`src/rtl/router_pkg.sv`:
```
// -----------------------------------------------------------------------------
// router_pkg
// Constants shared by the VC credit requester:
//   - default VC count, per-VC buffer depth and downstream credit depth
//   - bit positions of the three error flags in the err vector
// -----------------------------------------------------------------------------
package router_pkg;

  localparam int NUM_REQS_DEF     = 3;
  localparam int BUF_DEPTH_DEF    = 4;
  localparam int CREDIT_DEPTH_DEF = 4;

  localparam int ERR_W       = 3;
  localparam int ERR_GRANT   = 0;
  localparam int ERR_BUF_OVF = 1;
  localparam int ERR_CRD_OVF = 2;

endpackage

```
`src/rtl/vc_credit_requester_if.sv`:
```
// -----------------------------------------------------------------------------
// vc_credit_requester_if
// Bundle between the requester and its environment (flit source, downstream
// credit return, matrix arbiter, status observers).
//   flit_valid    [NUM_REQS]        one flit enqueued per set bit
//   credit_return [NUM_REQS]        one credit returned per set bit
//   grants        [NUM_REQS]        arbiter grant, expected one-hot or zero
//   requests      [NUM_REQS]        request vector to the arbiter
//   credit_cnt    [NUM_REQS*CW]     per-VC credit counters, VC0 in the LSBs
//   pend_cnt      [NUM_REQS*PW]     per-VC pending-flit counters, VC0 in LSBs
//   err           [3]               {credit_overflow, buf_overflow, grant_err}
// Modports: slave = the requester, master = the environment driving it.
// -----------------------------------------------------------------------------
interface vc_credit_requester_if
  import router_pkg::*;
#(
  parameter int NUM_REQS     = NUM_REQS_DEF,
  parameter int BUF_DEPTH    = BUF_DEPTH_DEF,
  parameter int CREDIT_DEPTH = CREDIT_DEPTH_DEF
) ();

  localparam int PW = $clog2(BUF_DEPTH + 1);
  localparam int CW = $clog2(CREDIT_DEPTH + 1);

  logic [NUM_REQS-1:0]    flit_valid;
  logic [NUM_REQS-1:0]    credit_return;
  logic [NUM_REQS-1:0]    grants;
  logic [NUM_REQS-1:0]    requests;
  logic [NUM_REQS*CW-1:0] credit_cnt;
  logic [NUM_REQS*PW-1:0] pend_cnt;
  logic [ERR_W-1:0]       err;

  modport slave (
    input  flit_valid, credit_return, grants,
    output requests, credit_cnt, pend_cnt, err
  );

  modport master (
    output flit_valid, credit_return, grants,
    input  requests, credit_cnt, pend_cnt, err
  );

endinterface

```
`src/rtl/vc_credit_slice.sv`:
```
// -----------------------------------------------------------------------------
// vc_credit_slice
// State of one virtual channel: pending-flit counter, downstream credit
// counter, the arbiter request and this VC's overflow flags.
//   clk, reset       clock, asynchronous active-high reset
//   i_flit_valid     one flit enqueued this cycle
//   i_credit_return  one credit returned this cycle
//   i_grant_acc      grant on this VC accepted by the top level this cycle
//   o_request        pending flit and credit available (from registers only)
//   o_pend_cnt       pending-flit count, 0..BUF_DEPTH
//   o_credit_cnt     credit count, 0..CREDIT_DEPTH
//   o_buf_ovf        flit dropped because the VC is full (combinational)
//   o_crd_ovf        credit returned while already at CREDIT_DEPTH (comb.)
// -----------------------------------------------------------------------------
module vc_credit_slice
  import router_pkg::*;
#(
  parameter int BUF_DEPTH    = BUF_DEPTH_DEF,
  parameter int CREDIT_DEPTH = CREDIT_DEPTH_DEF,
  localparam int PW          = $clog2(BUF_DEPTH + 1),
  localparam int CW          = $clog2(CREDIT_DEPTH + 1)
) (
  input  logic          clk,
  input  logic          reset,
  input  logic          i_flit_valid,
  input  logic          i_credit_return,
  input  logic          i_grant_acc,
  output logic          o_request,
  output logic [PW-1:0] o_pend_cnt,
  output logic [CW-1:0] o_credit_cnt,
  output logic          o_buf_ovf,
  output logic          o_crd_ovf
);

  localparam logic [PW-1:0] PEND_MAX = PW'(BUF_DEPTH);
  localparam logic [CW-1:0] CRD_MAX  = CW'(CREDIT_DEPTH);

  logic [PW-1:0] r_pend;
  logic [CW-1:0] r_credit;
  logic [PW-1:0] w_pend_nxt;
  logic [CW-1:0] w_credit_nxt;

  // A grant consumes one flit and one credit; an arrival on the same cycle
  // cancels it out, so a full VC or a full credit pool never overflows then.
  always_comb begin
    // NOTE: every always_comb output gets a default first so no path can
    // leave it unassigned and infer a latch.
    w_pend_nxt   = r_pend;
    w_credit_nxt = r_credit;
    o_buf_ovf    = 1'b0;
    o_crd_ovf    = 1'b0;

    if (i_flit_valid && !i_grant_acc) begin
      if (r_pend == PEND_MAX) o_buf_ovf  = 1'b1;
      else                    w_pend_nxt = r_pend + PW'(1);
    end else if (!i_flit_valid && i_grant_acc) begin
      w_pend_nxt = r_pend - PW'(1);
    end

    if (i_credit_return && !i_grant_acc) begin
      if (r_credit == CRD_MAX) o_crd_ovf    = 1'b1;
      else                     w_credit_nxt = r_credit + CW'(1);
    end else if (!i_credit_return && i_grant_acc) begin
      w_credit_nxt = r_credit - CW'(1);
    end
  end

  // Credits start full: the downstream buffer is empty out of reset.
  always_ff @(posedge clk or posedge reset) begin
    if (reset) begin
      r_pend   <= '0;
      r_credit <= CRD_MAX;
    end else begin
      // NOTE: non-blocking assignments for all registered state so every
      // flop samples pre-edge values regardless of statement order.
      r_pend   <= w_pend_nxt;
      r_credit <= w_credit_nxt;
    end
  end

  assign o_request    = (r_pend != '0) && (r_credit != '0);
  assign o_pend_cnt   = r_pend;
  assign o_credit_cnt = r_credit;

endmodule

```
`src/rtl/vc_credit_requester.sv`:
```
// -----------------------------------------------------------------------------
// vc_credit_requester
// Credit-based request generator for NUM_REQS virtual channels feeding a
// matrix arbiter. Each VC is a vc_credit_slice; this level only qualifies
// the incoming grant and registers the OR-reduced error pulses.
//   clk    clock, all state updates on the rising edge
//   reset  asynchronous active-high reset
//   bus    vc_credit_requester_if.slave (flit_valid, credit_return, grants in;
//          requests, credit_cnt, pend_cnt, err out)
// -----------------------------------------------------------------------------
module vc_credit_requester
  import router_pkg::*;
#(
  parameter int NUM_REQS     = NUM_REQS_DEF,
  parameter int BUF_DEPTH    = BUF_DEPTH_DEF,
  parameter int CREDIT_DEPTH = CREDIT_DEPTH_DEF
) (
  input logic                  clk,
  input logic                  reset,
  vc_credit_requester_if.slave bus
);

  localparam int PW = $clog2(BUF_DEPTH + 1);
  localparam int CW = $clog2(CREDIT_DEPTH + 1);

  logic                         w_onehot;
  logic                         w_legal;
  logic                         w_grant_err;
  logic [NUM_REQS-1:0]          w_grant_acc;
  logic [NUM_REQS-1:0]          w_req;
  logic [NUM_REQS-1:0]          w_buf_ovf;
  logic [NUM_REQS-1:0]          w_crd_ovf;
  logic [NUM_REQS-1:0][PW-1:0]  w_pend;
  logic [NUM_REQS-1:0][CW-1:0]  w_credit;
  logic [ERR_W-1:0]             r_err;

  // x & (x-1) clears the lowest set bit: zero result means at most one bit.
  assign w_onehot    = (bus.grants != '0) &&
                       ((bus.grants & (bus.grants - NUM_REQS'(1))) == '0);
  // A one-hot grant is only honoured on a VC that is actually requesting.
  assign w_legal     = w_onehot && ((bus.grants & w_req) != '0);
  assign w_grant_err = (bus.grants != '0) && !w_legal;
  assign w_grant_acc = w_legal ? bus.grants : '0;

  for (genvar gi = 0; gi < NUM_REQS; gi++) begin : g_vc
    vc_credit_slice #(
      .BUF_DEPTH    (BUF_DEPTH),
      .CREDIT_DEPTH (CREDIT_DEPTH)
    ) u_slice (
      .clk             (clk),
      .reset           (reset),
      .i_flit_valid    (bus.flit_valid[gi]),
      .i_credit_return (bus.credit_return[gi]),
      .i_grant_acc     (w_grant_acc[gi]),
      .o_request       (w_req[gi]),
      .o_pend_cnt      (w_pend[gi]),
      .o_credit_cnt    (w_credit[gi]),
      .o_buf_ovf       (w_buf_ovf[gi]),
      .o_crd_ovf       (w_crd_ovf[gi])
    );
  end

  // Error pulses last exactly one cycle: each edge overwrites with the
  // current cycle's flags.
  always_ff @(posedge clk or posedge reset) begin
    if (reset) begin
      r_err <= '0;
    end else begin
      r_err[ERR_GRANT]   <= w_grant_err;
      r_err[ERR_BUF_OVF] <= |w_buf_ovf;
      r_err[ERR_CRD_OVF] <= |w_crd_ovf;
    end
  end

  assign bus.requests   = w_req;
  assign bus.pend_cnt   = w_pend;
  assign bus.credit_cnt = w_credit;
  assign bus.err        = r_err;

endmodule

```
`src/flat_wrapper.sv`:
```
// flat-port wrapper written by rule: the top's interface ports become plain ports
module vc_credit_requester_flat import router_pkg::*;
#(
  parameter int NUM_REQS     = NUM_REQS_DEF,
  parameter int BUF_DEPTH    = BUF_DEPTH_DEF,
  parameter int CREDIT_DEPTH = CREDIT_DEPTH_DEF
)
  (clk, reset, bus_flit_valid, bus_credit_return, bus_grants, bus_requests, bus_credit_cnt, bus_pend_cnt, bus_err);
  vc_credit_requester_if #(.NUM_REQS(NUM_REQS), .BUF_DEPTH(BUF_DEPTH), .CREDIT_DEPTH(CREDIT_DEPTH)) bus_i ();
  input logic clk;
  input logic reset;
  input wire logic [$bits(bus_i.flit_valid)-1:0] bus_flit_valid;
  input wire logic [$bits(bus_i.credit_return)-1:0] bus_credit_return;
  input wire logic [$bits(bus_i.grants)-1:0] bus_grants;
  output wire logic [$bits(bus_i.requests)-1:0] bus_requests;
  output wire logic [$bits(bus_i.credit_cnt)-1:0] bus_credit_cnt;
  output wire logic [$bits(bus_i.pend_cnt)-1:0] bus_pend_cnt;
  output wire logic [$bits(bus_i.err)-1:0] bus_err;
  assign bus_i.flit_valid = bus_flit_valid;
  assign bus_i.credit_return = bus_credit_return;
  assign bus_i.grants = bus_grants;
  assign bus_requests = bus_i.requests;
  assign bus_credit_cnt = bus_i.credit_cnt;
  assign bus_pend_cnt = bus_i.pend_cnt;
  assign bus_err = bus_i.err;
  vc_credit_requester #(.NUM_REQS(NUM_REQS), .BUF_DEPTH(BUF_DEPTH), .CREDIT_DEPTH(CREDIT_DEPTH)) u_core (.clk(clk), .reset(reset), .bus(bus_i));
endmodule
```
`config.mk`:
```
export PLATFORM = sky130hd
export DESIGN_NAME = vc_credit_requester_flat
export DESIGN_NICKNAME = d
export VERILOG_FILES = /design/src/rtl/router_pkg.sv /design/src/rtl/vc_credit_requester_if.sv /design/src/rtl/vc_credit_slice.sv /design/src/rtl/vc_credit_requester.sv /design/src/flat_wrapper.sv
export SDC_FILE = /design/constraint.sdc
export NUM_CORES = 1
export LEC_CHECK = 0
export CAP_MARGIN = 5
export CORE_MARGIN = 1.5
export CORE_UTILIZATION = 44
export DETAILED_ROUTE_END_ITERATION = 6
export PLACE_DENSITY = 0.84
export SLEW_MARGIN = 20
export SYNTH_ARGS = -nofsm -noshare
export SYNTH_HDL_FRONTEND = slang
export SYNTH_HIERARCHICAL = 1
export SYNTH_SLANG_ARGS = --single-unit
export TNS_END_PERCENT = 100
```
`constraint.sdc`:
```
create_clock -name clk -period 2.1 [get_ports clk]
set_input_delay 0.42 -clock clk [delete_from_list [all_inputs] [get_ports clk]]
set_output_delay 0.42 -clock clk [all_outputs]
set_load 0.1 [all_outputs]
```
Word-level counts from Yosys, hierarchy flattened
Cells that the tools add are included.

Word-level logic and storage cells: 116. Latch bits: 0. Bits in read-only memories: 0. Bits in registers: 21. Bits of input ports: 11. Output and inout port bits: 24. Memory bits (writable): 0. Memories kept: 0.

Shift-type cells: 0. Multiply operators: 0. Order comparisons: 0. Equal/unequal tests: 12. Add/subtract/negate cells: 13. Divide/modulo/power cells: 0. Reduce and logical (&&, ||, !) cells: 51. Muxes and demuxes: 31. Bitwise logic cells: 2.

Operators with widths (number): 3-bit 2-to-1 mux (19); 3-bit nonzero test (8); 3-bit by 1-bit subtractor with 3-bit output (second input constant) (7); 3-bit by 1-bit adder with 3-bit output (second input constant) (6); 3-bit equality test (second input constant) (6); 1-bit logical AND (18); 1-bit 2-to-1 mux (12); 2-bit inequality test (second input constant) (6); 2-bit AND reduction (6); 2-bit nonzero test (6); 1-bit logical NOT (10); 3-bit bitwise AND (2); 3-bit OR reduction (2); 3-bit logical NOT (1).

Longest topological paths before layout
Word-level depth: 10. Mapped depth: 11. Mapped depth without buffers: 11.

Modules after synthesis
Netlist, hierarchy kept.

By module, submodules not included: vc_credit_slice at u_core.g_vc[0].u_slice ... (area each 432.9 um^2, cells an instance 48, sequential area each 151.4 um^2, instances 2); vc_credit_slice at u_core.g_vc[2].u_slice (area each 430.4 um^2, cells an instance 45, sequential area each 151.4 um^2, instances 1); vc_credit_requester (area each 156.4 um^2, cells an instance 14, sequential area each 75.1 um^2, instances 1).

Least setup slack after synthesis
OpenSTA, ideal clock, no wires.

Path type: reg-to-reg. From: register u_core.g_vc[1].u_slice.r_credit[0]. To: register u_core.g_vc[1].u_slice.r_pend[1]. Data required time: 1973 ps. Library setup time: 127 ps. Arrival: 4563 ps. Period minus slack after synthesis: 4690 ps. Path slack: -2590 ps. Path buffers: 0. Cell stages (with the launch flop): 10. Path through: dfrtp_1 inv_1 nand2_1 a2bb2oi_1 nor4bb_1 nor2b_2 inv_2 fa_1 a21oi_1 a21oi_1.

Elaborated cells between the ends (all ways): 13. Those cells by class: 1 x eq/ne; 2 x mux; 1 x bitwise; 9 x reduce/logical.

RTL lines: from (decl) (RTL line vc_credit_slice.sv:39) `logic [CW-1:0] r_credit;`; from (signal assigned) (RTL line vc_credit_slice.sv:77) `r_credit <= w_credit_nxt;`; 3-bit nonzero test (RTL line vc_credit_slice.sv:81) `assign o_request = (r_pend != '0) && (r_credit != '0);`; 1-bit logical AND (RTL line vc_credit_slice.sv:81); via bus_requests[1] (RTL line flat_wrapper.sv:15) `output wire logic [$bits(bus_i.requests)-1:0] bus_requests;`; 3-bit bitwise AND (RTL line vc_credit_requester.sv:41) `assign w_legal = w_onehot && ((bus.grants & w_req) != '0);`; 3-bit nonzero test (RTL line vc_credit_requester.sv:41); 1-bit logical AND (RTL line vc_credit_requester.sv:41); 3-bit 2-to-1 mux (RTL line vc_credit_requester.sv:43) `assign w_grant_acc = w_legal ? bus.grants : '0;`; via u_core.w_grant_acc[1] (RTL line vc_credit_requester.sv:29) `logic [NUM_REQS-1:0] w_grant_acc;`; 1-bit logical NOT (RTL line vc_credit_slice.sv:53) `if (i_flit_valid && !i_grant_acc) begin`; 1-bit logical AND (RTL line vc_credit_slice.sv:53); 3-bit 2-to-1 mux (RTL line vc_credit_slice.sv:53); via u_core.g_vc[1].u_slice.w_pend_nxt[1] (RTL line vc_credit_slice.sv:40) `logic [PW-1:0] w_pend_nxt;`; to (signal assigned) (RTL line vc_credit_slice.sv:76) `r_pend <= w_pend_nxt;`; to (decl) (RTL line vc_credit_slice.sv:38) `logic [PW-1:0] r_pend;`.

The timed path passes the listed nets, and every way through them passes these cells. A chain may end at the register's enable or synchronous reset.

Worst setup path in the final report
From: register u_core.g_vc[2].u_slice.r_credit[0]. To: register u_core.g_vc[2].u_slice.r_credit[2].

Word-level cells in the longest chain between the ends: 10. Elaborated cells between the ends (all ways): 18. Those cells by class: 2 x add/sub; 2 x eq/ne; 4 x mux; 1 x bitwise; 9 x reduce/logical.

Ends and longest elaborated chain: from (decl) (RTL line vc_credit_slice.sv:39); from (signal assigned) (RTL line vc_credit_slice.sv:77); 3-bit nonzero test * (RTL line vc_credit_slice.sv:81); 1-bit logical AND * (RTL line vc_credit_slice.sv:81); 3-bit bitwise AND * (RTL line vc_credit_requester.sv:41); 3-bit nonzero test * (RTL line vc_credit_requester.sv:41); 1-bit logical AND * (RTL line vc_credit_requester.sv:41); 3-bit 2-to-1 mux * (RTL line vc_credit_requester.sv:43); via u_core.w_grant_acc[2] (RTL line vc_credit_requester.sv:29); 1-bit logical NOT (RTL line vc_credit_slice.sv:60) `if (i_credit_return && !i_grant_acc) begin`; 1-bit logical AND (RTL line vc_credit_slice.sv:60); 2-bit inequality test (no source line) or 2-bit nonzero test (tied branches); 2-bit AND reduction (no source line).

Mark *: on every way through the listed nets, which the timed path passes. The rest lies on a longest branch. The select of a mux whose other input is x is not followed.

==> Flow_metrics.wiki <==
{| class="wikitable"
! Metric !! Value
|-
| Total clock buffers created by CTS || 3
|-
| R2r worst-path depth || 9
|-
| CTS tree || yes
|-
| DRC violation count after routing || 0
|-
| Fill cell instance count of the final layout || 197
|-
| Gr usage total || 25.5%
|-
| Unrepaired setup endpoints after global routing || true
|-
| Average wire length per cell after detail routing || 16.3 µm
|-
| Worst slew pin tran || 0.346 ns
|-
| Run status || complete, but fails checks
|-
| Number of max-slew violations in the final report || 0
|-
| Area after detailed placement || 2290 µm²
|-
| Rel. slew slack || 76.9%
|-
| Overall via count from detail_route || 1564
|-
| Final layout net count || 259
|-
| Final HPWL from detailed placement || 3320 µm
|-
| Hold slack || 0.369 ns
|-
| Distinct cell type count of the synthesized netlist || 35
|-
| Capture point of the worst reg-to-reg path || u_core/g_vc[2].u_slice/o_credit_cnt[2]
|-
| Buffers on Ports || 34
|-
| Startpoint kind of the worst setup timing path || flop
|-
| Grt met2 use || 46.0%
|-
| Placement Rows || 20
|-
| Total of warnings raised by yosys || 6
|-
| Top fanout value on the critical path || 3
|-
| Total length of routed wires || 4640 µm
|-
| Die span in y || 60.5 µm
|-
| Total Die Area || 3660 µm²
|-
| Post-route clock skew || 0.00359 ns
|-
| Most Crowded Layer GR || met2
|-
| Net count after synthesis || 172
|-
| Violations in the final reports || setup timing
|-
| I/O pin total || 35
|-
| Number of setup violations in the final report || 6
|-
| Area delta synth->final || 70.8%
|-
| Top cell type by total area after synthesis || sky130_fd_sc_hd__dfrtp_1
|-
| Syn_area_per_cell || 9.37 µm²
|-
| Final critical-path setup slack || -0.113 ns
|-
| DRT Pass-1 Iters || 4
|-
| Fmax || 0.452 GHz
|-
| Largest net degree at the start of global routing || 13
|-
| Initial antenna violation count || 0
|-
| Share of cells above drive strength 1 || 58.1%
|-
| Library cell used as clock root buffer || sky130_fd_sc_hd__clkbuf_4
|-
| Worst-Skew Late Latency || 0.32 ns
|-
| Type of the most critical hold path || input port to async pin
|-
| Final hold violation count || 0
|-
| Final design instance area without fill || 2480 µm²
|-
| Max-cap violations || 0
|-
| Number of hold-repair buffers added at the cts stage || 0
|-
| Crit. End Element || flop
|-
| Dominant cells by area after synthesis || sky130_fd_sc_hd__dfrtp_1 (31%), sky130_fd_sc_hd__fa_1 (8.3%), sky130_fd_sc_hd__dfstp_2 (5.4%)
|-
| Fraction of post-synthesis cell area in the top cell type by area || 31.0%
|-
| Number of enable-type register cells in the synthesized netlist || 0
|-
| Vias per Instance || 5.49
|-
| Initial drt markers || 69
|-
| Diode insertion count for antenna repair || 0
|-
| Std-Cell Core Area || 3100 µm²
|-
| Post-DRT Antenna Nets || 0
|-
| Global routing usage on met1 || 30.1%
|-
| Netlist area before placement || 1450 µm²
|-
| Vias in the first global route || 1595
|-
| Type of the worst setup path || flop to flop
|-
| Predominant post-synthesis flop cell || sky130_fd_sc_hd__dfrtp_1
|-
| Critical path data arrival time || 2.47 ns
|-
| Fraction of the yosys area taken by sequential cells || 36.4%
|-
| Min cycle time layout || 2.21 ns
|-
| Met3 Resource Use GR || 4.05%
|-
| Synth top cells by count || sky130_fd_sc_hd__dfrtp_1 (18), sky130_fd_sc_hd__nor2_1 (15), sky130_fd_sc_hd__inv_1 (14)
|-
| Minimum setup slack among reg-to-reg paths || -0.11 ns
|-
| Leading cell type by number of instances after synthesis || sky130_fd_sc_hd__dfrtp_1
|-
| Fraction of registers with async set/reset || 100%
|-
| Clock buffer depth || 2
|-
| RD Place Congestion || 0.859
|-
| Reg clk slew, reported paths || 0.13 ns
|-
| Clk sinks || 21
|-
| Count of state elements after synthesis || 21
|-
| Critical register-to-register path startpoint || u_core/g_vc[2].u_slice/o_credit_cnt[0]
|-
| Die W || 60.5 µm
|-
| Part of the cycle the worst path needs || 105%
|-
| GRT overflow || 0
|-
| Setup TNS Final || -0.294 ns
|-
| Instance count of the mapped netlist || 155
|-
| Initial Util || 46.8%
|-
| Endpoint required time on the critical path || 2.36 ns
|-
| Wire length of the first global-routing pass || 6960 µm
|-
| H-Tree Depth || 1
|}
[worst max path at each step]
stage | start | to | slack [ns]
final | u_core/g_vc[2].u_slice/o_credit_cnt[0] | u_core/g_vc[2].u_slice/o_credit_cnt[2] | -0.11
after global placement | bus_grants[2] | u_core/g_vc[0].u_slice/o_pend_cnt[2] | -0.21
after floorplan | u_core/g_vc[0].u_slice/o_credit_cnt[2] | u_core/g_vc[0].u_slice/o_pend_cnt[1] | -0.59
after CTS | u_core/g_vc[2].u_slice/o_credit_cnt[1] | u_core/g_vc[2].u_slice/o_credit_cnt[2] | -0.06
after detailed placement | bus_grants[2] | u_core/g_vc[0].u_slice/o_credit_cnt[2] | -0.34
after global routing | u_core/g_vc[2].u_slice/o_credit_cnt[0] | u_core/g_vc[2].u_slice/o_credit_cnt[2] | -0.17
[repair_timing]
item,4_1_cts,5_1_grt
resized for setup,10,14
pin swaps,1,10
buffers inserted,4,8
setup endpoints to repair,6,9
[per-layer routing]
layer  wire length (µm)  vias up
met4                 91        0
met3                193       12
met1               1870      781
met2               2480       53
met5                  0        -
li1                   -      718
[sequential cells by signal (all words and copies together), names as in the netlist]
signal,count
u_core/g_vc.u_slice/o_pend_cnt,9
u_core/g_vc.u_slice/o_credit_cnt,9
u_core/bus.err,3
[logic make-up (layout without fill, tap and decap cells)]
group / Yosys count / in the layout / synth area share (%)
compound gates: 46 / 46 / 22.1
simple gates: 57 / 57 / 24.2
mux: 5 / 5 / 3.45
flops: 21 / 21 / 36.4
buf+inv: 20 / 106 / 5.51
fa+ha+maj: 6 / 6 / 8.27
[critical path, cell delays in order (launching register included)]
cell and delay (ns):
sky130_fd_sc_hd__dfrtp_4 0.50, sky130_fd_sc_hd__or2_4 0.27, sky130_fd_sc_hd__o32a_4 0.19, sky130_fd_sc_hd__and3_4 0.18, sky130_fd_sc_hd__nor2b_4 0.12, sky130_fd_sc_hd__inv_2 0.05, sky130_fd_sc_hd__fa_2 0.41, sky130_fd_sc_hd__nor3b_4 0.24
sky130_fd_sc_hd__a31o_1 0.15, sky130_fd_sc_hd__a21oi_2 0.06
[layout by cell type (no fill, tap or decap), types with 4 or more instances in the layout]
cell and n:
sky130_fd_sc_hd__buf_4 66, sky130_fd_sc_hd__nor2_1 14, sky130_fd_sc_hd__dfrtp_4 12, sky130_fd_sc_hd__inv_1 11, sky130_fd_sc_hd__clkdlybuf4s50_1 10, sky130_fd_sc_hd__nand2_1 8, sky130_fd_sc_hd__buf_12 6, sky130_fd_sc_hd__nand2b_1 6
sky130_fd_sc_hd__a21oi_1 6, sky130_fd_sc_hd__inv_2 6, sky130_fd_sc_hd__and2b_1 6, sky130_fd_sc_hd__a21oi_2 6, sky130_fd_sc_hd__fa_2 6, sky130_fd_sc_hd__mux2i_1 5, sky130_fd_sc_hd__o21ai_1 5, sky130_fd_sc_hd__o21ai_0 5
sky130_fd_sc_hd__nor2b_4 4, sky130_fd_sc_hd__o32a_1 4
[final cells by class]
class                           count  area [µm²]  share of cell area (%)
Clock inverter                      1        5.00                   0.202
Inverter                           20        82.6                    3.33
Tap cell                           44        55.1                    2.22
Sequential cell                    21         589                    23.8
Multi-Input combinational cell    114        1010                    40.7
Timing Repair Buffer               82         716                    28.8
Clock buffer                        3        22.5                   0.908
[metrics by stage]
step	worst slack [ns]	util (%)	std cells
after floorplan	-0.593	-	155
after global placement	-0.213	73.8	269
after detailed placement	-0.341	73.8	269
after CTS	-0.0626	76.5	277
after global routing	-0.170	80.0	285
final	-0.113	80.0	285
Power is not shown: default switching activity piles up to over one toggle a cycle in this logic, so the estimate is an artifact.
